$ cat src/rtl/decimator.sv
// Switchable decimating FIR: averages each frame of D=2 or D=4 consumed
// samples, then outputs avg + the previous two frame averages (mod 2^W).
module decimator #(
  parameter int W = 8
) (
  input  logic         Clock,
  input  logic         reset,
  input  logic [W-1:0] in,
  input  logic         in_valid,
  input  logic         switch,
  output logic [W-1:0] out,
  output logic         out_valid
);

  typedef enum logic [1:0] {S0, S1, S2, S3} state_t;
  typedef enum logic {D2, D4} mode_t;

  state_t       r_state;
  mode_t        r_mode;
  logic [W+1:0] r_acc;
  logic [W-1:0] r_a1;
  logic [W-1:0] r_a2;
  logic [W-1:0] r_out;
  logic         r_out_valid;

  logic [W+1:0] w_sum;
  logic [W-1:0] w_avg;
  logic         w_last;
  state_t       w_next_state;

  // Running frame sum including the sample presented this cycle.
  assign w_sum = r_acc + {2'b00, in};

  // Last sample of the frame: S1 in D=2 mode, S3 in D=4 mode.
  assign w_last = ((r_state == S1) && (r_mode == D2)) || (r_state == S3);

  // Frame average by truncating shift; a bit-slice keeps only the low W bits.
  always_comb begin
    w_avg = w_sum[W:1];
    if (r_mode == D4) w_avg = w_sum[W+1:2];
  end

  // Frame index sequencing; the mode used here was latched at S0.
  always_comb begin
    w_next_state = S0;
    case (r_state)
      S0: w_next_state = S1;
      S1: w_next_state = (r_mode == D2) ? S0 : S2;
      S2: w_next_state = S3;
      S3: w_next_state = S0;
      default: w_next_state = S0;
    endcase
  end

  // Frame FSM, accumulator, tap history and registered outputs.
  always_ff @(posedge Clock) begin
    if (reset) begin
      r_state     <= S0;
      r_mode      <= D2;
      r_acc       <= '0;
      r_a1        <= '0;
      r_a2        <= '0;
      r_out       <= '0;
      r_out_valid <= 1'b0;
    end else begin
      r_out_valid <= 1'b0;
      if (in_valid) begin
        r_state <= w_next_state;
        if (r_state == S0) r_mode <= switch ? D4 : D2;
        if (w_last) begin
          r_acc       <= '0;
          r_out       <= w_avg + r_a1 + r_a2;
          r_a2        <= r_a1;
          r_a1        <= w_avg;
          r_out_valid <= 1'b1;
        end else begin
          r_acc <= w_sum;
        end
      end
    end
  end

  assign out       = r_out;
  assign out_valid = r_out_valid;

endmodule

$ cat config.mk
export PLATFORM = sky130hd
export DESIGN_NAME = decimator
export DESIGN_NICKNAME = d
export VERILOG_FILES = /design/src/rtl/decimator.sv
export SDC_FILE = /design/constraint.sdc
export NUM_CORES = 1
export LEC_CHECK = 0
export ABC_CLOCK_PERIOD_IN_PS = 11550
export CAP_MARGIN = 40
export CELL_PAD_IN_SITES_DETAIL_PLACEMENT = 0
export CELL_PAD_IN_SITES_GLOBAL_PLACEMENT = 1
export CORE_AREA = 2 2 83 85
export DETAILED_ROUTE_END_ITERATION = 10
export DIE_AREA = 0 0 85 87
export DONT_BUFFER_PORTS = 1
export GPL_TIMING_DRIVEN = 0
export PLACE_DENSITY_LB_ADDON = 0.1
export SLEW_MARGIN = 30
export SYNTH_ARGS = -nofsm -noshare
export SYNTH_HDL_FRONTEND = slang
export SYNTH_SLANG_ARGS = --single-unit
export TNS_END_PERCENT = 1
$ cat constraint.sdc
create_clock -name Clock -period 11.55 [get_ports Clock]
set_clock_uncertainty 0.1 [all_clocks]
set_input_delay 2.31 -clock Clock [delete_from_list [all_inputs] [get_ports Clock]]
set_output_delay 2.31 -clock Clock [all_outputs]
set_load 0.01 [all_outputs]
==> impl_metrics.env <==
export IMPL_outcome="finished, final reports clean"
export IMPL_coreArea_um2=6570
export IMPL_grt_use_met3_pct=3.51
export IMPL_worst_path_stages=14
export IMPL_cp_num_buf_inv=0
export IMPL_ys_types=43
export IMPL_drtIter0Drc=94
export IMPL_synth_seq_cells=38
export IMPL_initial_utilization_pct=33.6
export IMPL_io_pin_count=21
export IMPL_clockBufferDepth=2
export IMPL_cts_htree_levels=2
export IMPL_p_switching_uw=119
export IMPL_pwr_share_seq_pct=42.2
export IMPL_p_leak_nw=0.945
export IMPL_hold_path_class="flop to flop"
export IMPL_netlist_area_um2=2210
export IMPL_port_buffers=0
export IMPL_cp_slowest_cell="fa_1"
export IMPL_ir_drop_mv=0.0457
export IMPL_dpl_hpwl_um=3900
export IMPL_numCtsBuffers=5
export IMPL_setup_viol=0
export IMPL_tns_ns=0
export IMPL_grt_overflow=0
export IMPL_total_power_uw=350
export IMPL_antenna_left=0
export IMPL_num_antenna_cells=0
export IMPL_holdPathStages=2
export IMPL_max_slew_margin_rel_pct=56.5
export IMPL_cts_num_sinks=38
export IMPL_cp_max_fo=3
export IMPL_drtPass1Iterations=4
export IMPL_drc=0
export IMPL_finalMaxSlewViolations=0
export IMPL_timing_critical_path_mode_cell="fa_1"
export IMPL_rows=30
export IMPL_crit_path_max_incr_delay_ns=0.47
export IMPL_required_ns=11.64
export IMPL_synth_nets=296
export IMPL_grt_usage_pct=15.9
export IMPL_reg2reg_depth=14
export IMPL_startpoint_type="input port"
export IMPL_grt_pass1_wl_um=9060
export IMPL_dieArea_um2=7400
export IMPL_avgViaCountPerCell=5.13
export IMPL_synth_cells=261
export IMPL_grtUsageMet1_pct=22.4
export IMPL_grt_use_met2_pct=24.6
export IMPL_max_cap_violations=0
export IMPL_die_x_um=85
export IMPL_avgSynthCellArea_um2=8.46
export IMPL_final_net_count=303
export IMPL_placed_cell_area_um2=2310
export IMPL_n_fill_cell=687
export IMPL_path_class="input port to flop"
export IMPL_yosysWarnings=0
export IMPL_finalCritPeriodShare_pct=49.2
export IMPL_pwr_density_cell_nw_per_um2=146
export IMPL_cpLargestDelayFamily="adder cells"
export IMPL_design_area_um2=2400
export IMPL_syn2layout_area_growth_pct=8.67
export IMPL_busiest_layer="met2"
export IMPL_vias=1792
export IMPL_final_layout_size_suffix_gt1_share_pct=6.32
export IMPL_cts_root_buf="clkbuf_8"
export IMPL_post_cts_setup_buffers=0
export IMPL_wl_per_cell_um=15.3
export IMPL_wl_um=5340
export IMPL_clkPwrFrac_pct=28.0
export IMPL_worstPathArrival_ns=5.77
export IMPL_cts_tree="done"
export IMPL_cts_hold_buffers=0
export IMPL_die_y_um=87
export IMPL_switching_share_pct=34.1
export IMPL_grt_pass1_vias=1745
export IMPL_gp_congestion=0.768
export IMPL_antenna_found_initial=0
export IMPL_ys_seq_area_share_pct=34.4
export IMPL_worstMarginPinSlew_ns=0.652
export IMPL_hold_viol_final=0
export IMPL_cts_resized=0
export IMPL_worstPathCellList="ha_1 > fa_1 > xor2_1 > nor2_1 > a21oi_1 > fa_1 > ha_1 > fa_1 > a211oi_1 > o21ai_0 > and3_1 > o21ai_0 > nor2_1 > a211o_1"
export IMPL_combPwrFrac_pct=29.8
export IMPL_end_kind="flop"
export IMPL_rsz0062_at_grt="no"
export IMPL_fmax_ghz=0.176
export IMPL_p_int_uw=231
export IMPL_clkTransAtPathRegs_ns=0.08
export IMPL_clk_latency_ns=0.30
export IMPL_period_needed_ns=5.68
export IMPL_grt_start_max_net_pins=12
==> synthesized netlist by cell type <==
library cell / n / area share [%]
nand4_1: 2 / 0.57
nor3_1: 6 / 1.4
clkbuf_1: 9 / 1.5
xnor2_1: 8 / 3.2
a211oi_1: 4 / 1.4
a21oi_2: 1 / 0.40
buf_2: 1 / 0.23
buf_6: 1 / 0.51
a21oi_1: 31 / 7.0
nor2_1: 42 / 7.1
nor4_1: 1 / 0.28
or2_2: 1 / 0.28
o21bai_1: 1 / 0.34
a211oi_2: 2 / 1.1
a22oi_1: 6 / 2.0
mux2_2: 2 / 1.0
fa_1: 9 / 8.2
o21ai_0: 6 / 1.4
o21ai_1: 2 / 0.45
nand2b_1: 2 / 0.57
nand3_1: 3 / 0.68
o211ai_1: 2 / 0.68
nor3b_1: 1 / 0.34
a21o_1: 4 / 1.4
a31oi_1: 1 / 0.28
o2111ai_2: 1 / 0.68
nand4b_1: 1 / 0.40
dfxtp_1: 38 / 34
xor2_1: 4 / 1.6
ha_1: 14 / 7.9
nand3b_1: 1 / 0.34
and3_1: 1 / 0.28
nand2_1: 30 / 5.1
o22ai_1: 1 / 0.28
inv_1: 6 / 1.0
o21a_1: 4 / 1.4
nor2b_1: 2 / 0.57
or2_4: 1 / 0.40
a211o_1: 1 / 0.40
mux2i_1: 4 / 1.8
or3_1: 1 / 0.28
or4_1: 2 / 0.68
buf_1: 1 / 0.17
==> cells by family after synthesis <==
logic type / Yosys count / synth area share [%]
buffers and inverters: 18 / 3.46
adder cells (fa/ha/maj): 23 / 16.1
AND/OR/NAND/NOR: 97 / 19.3
multiplexers: 6 / 2.83
flip-flops: 38 / 34.4
AO/OA/AOI/OAI: 67 / 19.2
XOR/XNOR: 12 / 4.76
==> path summary, 6_finish.rpt <==
path | start | end | slack (ns)
max | in[0] | out[7] | 5.87
min | r_a2[0] | r_a2[0] | 0.36
max reg2reg | r_acc[0] | out[7] | 7.56
min reg2reg | r_a2[0] | r_a2[0] | 0.36
==> power by group through the flow <==
stage	Sequential, mW	Clock, mW	Combinational (mW)
floorplan	0.149	0	0.0827
global placement	0.151	0	0.106
detailed placement	0.151	0	0.106
CTS	0.148	0.103	0.106
global route	0.149	0.107	0.121
finish	0.148	0.0980	0.104
==> per-layer routing <==
metal	share of wire (%)	wire length, um	vias to the layer above
met5	0	0	-
met4	1.2	66	0
met3	3.1	164	5
met2	44	2330	18
met1	52	2770	848
li1	-	-	921
==> flip-flops by register name, summed over array words and instances (netlist names), named ones only <==
name / cells
r_acc: 10
r_a2: 8
r_state: 1
r_mode: 1
r_a1: 8
out_valid: 1
out: 8
==> tightest hold or removal path: cells and delay by family, from the launching register on <==
family           cells  cell delay [ns]
AO/OA/AOI/OAI        1             0.05
flip-flops           1             0.31
AND/OR/NAND/NOR      1             0.05
==> layout make-up <==
type,count,area (um^2),share of cell area (%)
Buffer,12,53.8,2.24
Clock buffer,7,86.3,3.60
Clock inverter,1,5.00,0.209
Inverter,6,22.5,0.938
Multi-Input combinational cell,205,1370,57.1
Sequential cell,38,761,31.7
Tap cell,80,100,4.17
==> metrics by stage <==
stage               hold WS, ns  setup slack, ns  utilization, %  std cells
floorplan                 0.336             5.94               -        261
detailed placement        0.350             5.57            35.1        341
CTS                       0.361             5.88            36.5        349
finish                    0.358             5.87            36.5        349
global route              0.394             5.61            36.5        349
global placement          0.343             5.52            35.1        341
==> layout by cell type, fill, tap and decap left out, types with 2 or more instances in the layout <==
cell	instances
mux2i_1	4
or4_1	2
nand2_1	30
a21o_1	4
inv_1	6
nand4_1	2
o211ai_1	2
nor3_1	6
xnor2_1	8
nor2b_1	2
nand3_1	3
o21a_1	4
a22oi_1	6
dfxtp_1	38
o21ai_0	6
ha_1	14
xor2_1	4
a211oi_1	4
clkbuf_8	6
nor2_1	42
fa_1	9
a21oi_1	31
nand2b_1	2
a211oi_2	2
o21ai_1	2
clkbuf_1	10
mux2_2	2
No activity file was read; power rests on OpenSTA's default activity.
